`config.mk`:
```
export PLATFORM = sky130hd
export DESIGN_NAME = lif_neuron
export DESIGN_NICKNAME = d
export VERILOG_FILES = /design/src/rtl/lif_neuron.sv
export SDC_FILE = /design/constraint.sdc
export NUM_CORES = 1
export LEC_CHECK = 0
export BUFFER_PORTS_ARGS = -buffer_cell sky130_fd_sc_hd__buf_2
export CAP_MARGIN = 20
export CORE_MARGIN = 2
export CORE_UTILIZATION = 50
export CTS_BUF_LIST = sky130_fd_sc_hd__clkbuf_4 sky130_fd_sc_hd__clkbuf_8
export CTS_CLUSTER_DIAMETER = 60
export DETAILED_ROUTE_END_ITERATION = 10
export PLACE_DENSITY = 0.76
export SYNTH_ARGS = -nofsm -noshare
export SYNTH_HDL_FRONTEND = slang
export SYNTH_SLANG_ARGS = --single-unit
```
`constraint.sdc`:
```
create_clock -name clk -period 6.2 [get_ports clk]
set_input_delay 0.93 -clock clk [delete_from_list [all_inputs] [get_ports clk]]
set_output_delay 0.93 -clock clk [all_outputs]
set_load 0.01 [all_outputs]
```
`src/rtl/lif_neuron.sv`:
```
// Leaky integrate-and-fire neuron stage.
// Each enabled step integrates an 8-bit current, applies a shift leak and fires a one-cycle spike
// when the potential reaches the threshold, followed by a fixed refractory period.
// Optional feature: define LIF_SPIKE_COUNTER_EN to build the 8-bit wrapping spike counter;
// otherwise spike_cnt is tied to zero.

module lif_neuron #(
    parameter int unsigned THRESH_DEFAULT = 200,
    parameter int unsigned LEAK_SHIFT     = 3,   // 1..7
    parameter int unsigned REFRACT        = 4    // 1..15
) (
    input  logic       clk,
    input  logic       rst_n,
    input  logic       ena,
    input  logic       in_valid,
    input  logic [7:0] in_current,
    input  logic       thr_we,
    input  logic [7:0] thr_in,
    output logic [7:0] membrane,
    output logic       spike,
    output logic       refractory,
    output logic [7:0] spike_cnt
);

    typedef enum logic [0:0] {StInteg, StRefract} state_e;

    state_e     state_q, state_d;
    logic [7:0] v_q, v_d;
    logic [7:0] thr_q, thr_d;
    logic [3:0] cnt_q, cnt_d;
    logic       spike_q, spike_d;

    logic [7:0] cur;
    logic [7:0] leak;
    logic [8:0] sum9;
    logic [7:0] sum_sat;

    // Integration datapath: V - (V >> LEAK_SHIFT) + I at 9 bits, saturated to 255.
    always_comb begin
        cur     = in_valid ? in_current : 8'd0;
        leak    = v_q >> LEAK_SHIFT;
        sum9    = {1'b0, v_q} - {1'b0, leak} + {1'b0, cur};
        sum_sat = sum9[8] ? 8'hFF : sum9[7:0];
    end

    // State register: FSM state, membrane, threshold, refractory counter and spike pulse.
    always_ff @(posedge clk) begin
        if (!rst_n) begin
            state_q <= StInteg;
            v_q     <= 8'd0;
            thr_q   <= 8'(THRESH_DEFAULT);
            cnt_q   <= 4'd0;
            spike_q <= 1'b0;
        end else begin
            state_q <= state_d;
            v_q     <= v_d;
            thr_q   <= thr_d;
            cnt_q   <= cnt_d;
            spike_q <= spike_d;
        end
    end

    // Next-state logic; everything except the threshold holds while ena is low.
    always_comb begin
        state_d = state_q;
        v_d     = v_q;
        cnt_d   = cnt_q;
        spike_d = 1'b0;
        // Compare below uses thr_q, so a write in the same cycle only affects later steps.
        thr_d   = thr_we ? thr_in : thr_q;
        if (ena) begin
            unique case (state_q)
                StInteg: begin
                    if (sum_sat >= thr_q) begin
                        spike_d = 1'b1;
                        v_d     = 8'd0;
                        state_d = StRefract;
                        cnt_d   = 4'(REFRACT);
                    end else begin
                        v_d = sum_sat;
                    end
                end
                StRefract: begin
                    v_d   = 8'd0;
                    cnt_d = cnt_q - 4'd1;
                    // Leaving on count 1 yields exactly REFRACT ignored steps.
                    if (cnt_q == 4'd1) begin
                        state_d = StInteg;
                    end
                end
                default: begin
                    state_d = StInteg;
                end
            endcase
        end
    end

    // Outputs come straight from flops; no combinational input-to-output path.
    always_comb begin
        membrane   = v_q;
        spike      = spike_q;
        refractory = (state_q == StRefract);
    end

`ifdef LIF_SPIKE_COUNTER_EN
    logic [7:0] spike_cnt_q, spike_cnt_d;

    // Spike counter increments on each firing and wraps modulo 256.
    always_comb begin
        spike_cnt_d = spike_d ? spike_cnt_q + 8'd1 : spike_cnt_q;
    end

    // Spike counter register.
    always_ff @(posedge clk) begin
        if (!rst_n) begin
            spike_cnt_q <= 8'd0;
        end else begin
            spike_cnt_q <= spike_cnt_d;
        end
    end

    assign spike_cnt = spike_cnt_q;
`else
    assign spike_cnt = 8'd0;
`endif

endmodule

```
Word-level counts from Yosys, hierarchy flattened
Index checks and enable logic that the tools add are counted.
{ "totals": {"ff_bits": 22, "input_bits": 21, "out_inout_bits": 18, "word_cells": 25} }
{ "classes": {"n_addsub": 3, "order_cmp": 1, "n_eq_ne": 2, "muxes": 9, "bitwise": 3, "reduce_logical": 2} }
{ "op_table": {"columns": ["operator", "count"], "rows": [
  ["$mux W8", 3],
  ["$pmux W8 S2", 1],
  ["$add A9 B8 Y9", 1],
  ["$sub A8 B5 Y9", 1],
  ["$ge A8 B8 Y1", 1],
  ["$pmux W4 S2", 1],
  ["$eq A4 B1 Y1 const B", 1],
  ["$mux W4", 1],
  ["$sub A4 B1 Y4 const B", 1],
  ["$not A1 Y1", 3],
  ["$reduce_or A3 Y1", 1],
  ["$mux W1", 2],
  ["$ne A2 B2 Y1 const B", 1],
  ["$pmux W1 S2", 1],
  ["$reduce_and A2 Y1", 1]
]} }

Logic depth before layout (Yosys ltp)
{ "logic_depth": {"ltp_word": 6, "depth_mapped": 17, "mapped_depth_nobuf": 16} }

Worst setup path before layout
Ideal clock, no wire load.
{ "synth_timing": {"path_type": "input-to-reg", "from": "in in_valid", "to": "reg v_q[5] (netlist: membrane[5])", "setup_ps": 59, "t_arrival_ps": 4634, "required_ps": 6141, "path_slack_ps": 1507, "path_stages": 16, "path_buffers": 1, "path_cell_list": "clkbuf_1 > nand2_1 > fa_1 > inv_1 > fa_1 > a211oi_2 > o211ai_1 > a221o_2 > nand2b_1 > inv_1 > ha_1 > nand2b_1 > a21o_1 > a211o_1 > a211oi_4 > a22o_1"} }
{ "synth_via": {"elab_chain_cells": 6} }
{ "synth_lines": {"columns": ["element", "line_no", "rtl"], "rows": [
  ["start: declaration", "15", "input logic in_valid,"],
  ["$mux W8 (*)", "40", "cur = in_valid ? in_current : 8'd0;"],
  ["$add A9 B8 Y9 (*)", "42", "sum9 = {1'b0, v_q} - {1'b0, leak} + {1'b0, cur};"],
  ["$mux W8 (*)", "43", "sum_sat = sum9[8] ? 8'hFF : sum9[7:0];"],
  ["$ge A8 B8 Y1", "74", "if (sum_sat >= thr_q) begin"],
  ["$mux W8 (*)", "74", null],
  ["$pmux W8 S2 (*)", "72", "unique case (state_q)"],
  ["end signal: assignment", "56", "v_q <= v_d;"],
  ["end: declaration", "28", "logic [7:0] v_q, v_d;"]
]} }
Every way passes the cells marked *; elsewhere a longest branch is shown, timed or not.
A chain may end at the register's enable or synchronous reset.

Worst setup path in the final report
{ "layout_timing": {"from": "in in_valid", "to": "reg v_q[7] (netlist: membrane[7])"} }
Same word-level chain as after synthesis.

==> reports/metrics.cfg <==
[status]
status = finished, final reports clean

[final_layout]
n_fill_cell = 308
area_growth_pct = 10.9
drive_gt1_frac = 0.174
seqCellArea_um2 = 440
multiInputGateArea_mm2 = 0.00117
final_nets = 290
layoutNonFillerInstCount = 287
num_antenna_cells = 0

[power_and_ir_drop]
peakVddDrop_uv = 207
p_per_area_mw_per_mm2 = 409
power.leakage_nw = 1.01
fin_total_pwr_w = 0.000816

[sta]
fmax_ghz = 0.217
fin_crit_sh = 0.743
finalHoldWorstSlack_ns = 0.497
rsz0062_at_grt = no
min_period_ns = 4.61
final.setup.worst_slack_ns = 1.59
skew_ns = 0.00863
relSlewSlack = 0.644
finalSetupViolCount = 0
fin_setup_tns_ns = 0
hold_viol = 0
worst_slew_pin_slew_ns = 0.528
drv_slew = 0

[cts]
htreeDepth = 1
ctsHoldBuffers = 0
cts_resized = 0
clock-sinks = 22
insertion_delay_ns = 0.32
clk_pin_slew_ns = 0.13
post_cts_buffers = 0
cts_buffers = 3
clockBufferDepth = 2
cts_tree = done
cts_root_buffer = clkbuf_4

[placement]
dpl_worst_slack_ns = 1.32
gp_congestion = 0.827
dp.cells = 283
dp_hpwl_um = 2760
port_buffers = 30

[setup_path]
worstPathMaxFanout = 8
reg2reg_from = membrane[1]
end_kind = register
cp.arrival_ns = 4.87
reg2reg_slack_ns = 1.95
start_kind = primary input
reg2reg_depth = 15
cp.required_ns = 6.46
crit_buf_inv = 3
cp_slowest_cell = fa_1
crit_family = compound AO/OA/AOI/OAI gates
critical_path_class = primary input to register
worstReg2RegEnd = membrane[7]
crit_chain = buf_2 > nand2_1 > fa_1 > inv_1 > fa_1 > a211oi_2 > o211ai_1 > a221o_2 > nand2b_1 > inv_1 > ha_1 > nand2b_1 > a21o_1 > a211o_1 > a211oi_4 > a22o_1
cpPeakStageDelay_ns = 0.48

[routing]
drc = 0
drtIter0Drc = 50
firstDrtPassIters = 4
num_vias = 1495
drtAntennaViolNets = 0
finalWirelength_um = 3430
vias_per_cell = 5.21
wl_per_cell_um = 12.0

[floorplanning]
die_h_um = 64.0
coreArea_mm2 = 0.00339
dieArea_mm2 = 0.00409
initial_core_util = 0.531
pin_count = 39
fp.dieW_um = 64.0
row_count = 21

[synthesis]
synthTopCellsByCount = inv_1, nand2_1, dfxtp_1, ha_1
synth-compound-area-share = 0.223
ys_types = 40
synth_area_mm2 = 0.00180
synth_edf_count = 0
yosysMostFrequentCell = inv_1
syn-instance-count = 215
synthMuxAreaShare = 0.0334
ys_seq_area_frac = 0.245
synth-async-reset-ratio = 0
synth_warnings = 0
synth_fa_ha_area_frac = 0.209
synth_top_family_by_area = compound AO/OA/AOI/OAI gates
synth_ff_type = dfxtp_1
ys_ff_latch = 22
synth.top_cell.area_share = 0.245
synthSimpleGateAreaFrac = 0.155
netlist.top_cell.by_area = dfxtp_1
syn_area_per_cell_um2 = 8.37
synth_area_leaders = dfxtp_1, ha_1, inv_1
synth-xor-area-share = 0.0146

[min_path]
hp-start = thr_q[3]
hold_path_end = thr_q[3]
hold_depth = 2
min_path_type = register to register

[global_routing]
grt-ovfl-total = 0
grt_usage = 0.172
grt_pass1_wl_um = 5710
antenna_found_initial = 0
grt_max_degree = 22
grt_pass1_vias = 1371

[run]
max-cap-violations = 0

[routing by layer]
layer	GRT usage	wire length [µm]	up-vias
li1	-	-	768
met1	0.211	1590	687
met2	0.305	1670	36
met3	0.0370	147	4
met4	0.0408	27	0
met5	0	0	-
[kinds of logic after synthesis]
group	count (synthesis)
DFF	22
adders and majority gates	27
buffers and inverters	48
xor gates and xnor gates	3
muxes	6
and+or+nand+nor	57
AOI/OAI and AO/OA	51
other	1
[cell usage in the layout (no fill, tap or decap), drive strengths merged, types with 5 or more instances in the layout]
master	n
ha	22
nand3b	5
dfxtp	22
nor2	7
buf	30
o211ai	6
nand2	26
o21ai	9
a21oi	9
a211oi	6
nor2b	7
mux2i	6
inv	33
fa	5
conb	8
a22o	8
[registers in the layout, summed over array words and instances, names as in the netlist]
register / flops
membrane: 8
thr_q: 8
cnt_q: 4
refractory: 1
spike: 1
[layout make-up]
cell class,count,area share
Clock buffer,3,0.0113
Clock inverter,1,0.0150
Inverter,33,0.0621
Multi-Input combinational cell,152,0.587
Sequential cell,22,0.221
Tap cell,46,0.0288
Timing Repair Buffer,30,0.0752
[tightest hold or removal path, delay by kind of cell, from the launching register on]
kind,cells,cell delay [ns]
buf+inv,1,0.06
compound gates,1,0.08
flops,1,0.32
[where the power goes]
group	total (W)	leakage (nW)	internal, W	switching [W]
registers	0.000196	0.181	0.000168	0.0000278
clock network	0.000110	0.0279	0.0000654	0.0000448
logic	0.000510	0.799	0.000215	0.000295
[per-stage QoR]
stage	util	instance area (µm²)
final	0.589	2000
after detailed placement	0.573	1940
after CTS	0.589	2000
after floorplan	-	1830
after global routing	0.589	2000
after global placement	0.573	1940
[worst max path at each step]
stage	startpoint	to	slack (ns)	depth (start not counted)
after floorplan	in_valid	membrane[5]	1.51	16
after global placement	in_valid	membrane[1]	1.40	16
after detailed placement	in_valid	membrane[1]	1.32	16
after CTS	in_valid	membrane[7]	1.62	16
after global routing	in_valid	membrane[7]	1.42	16
final	in_valid	membrane[7]	1.59	16
Note: power is estimated with default switching activity, not from simulation.
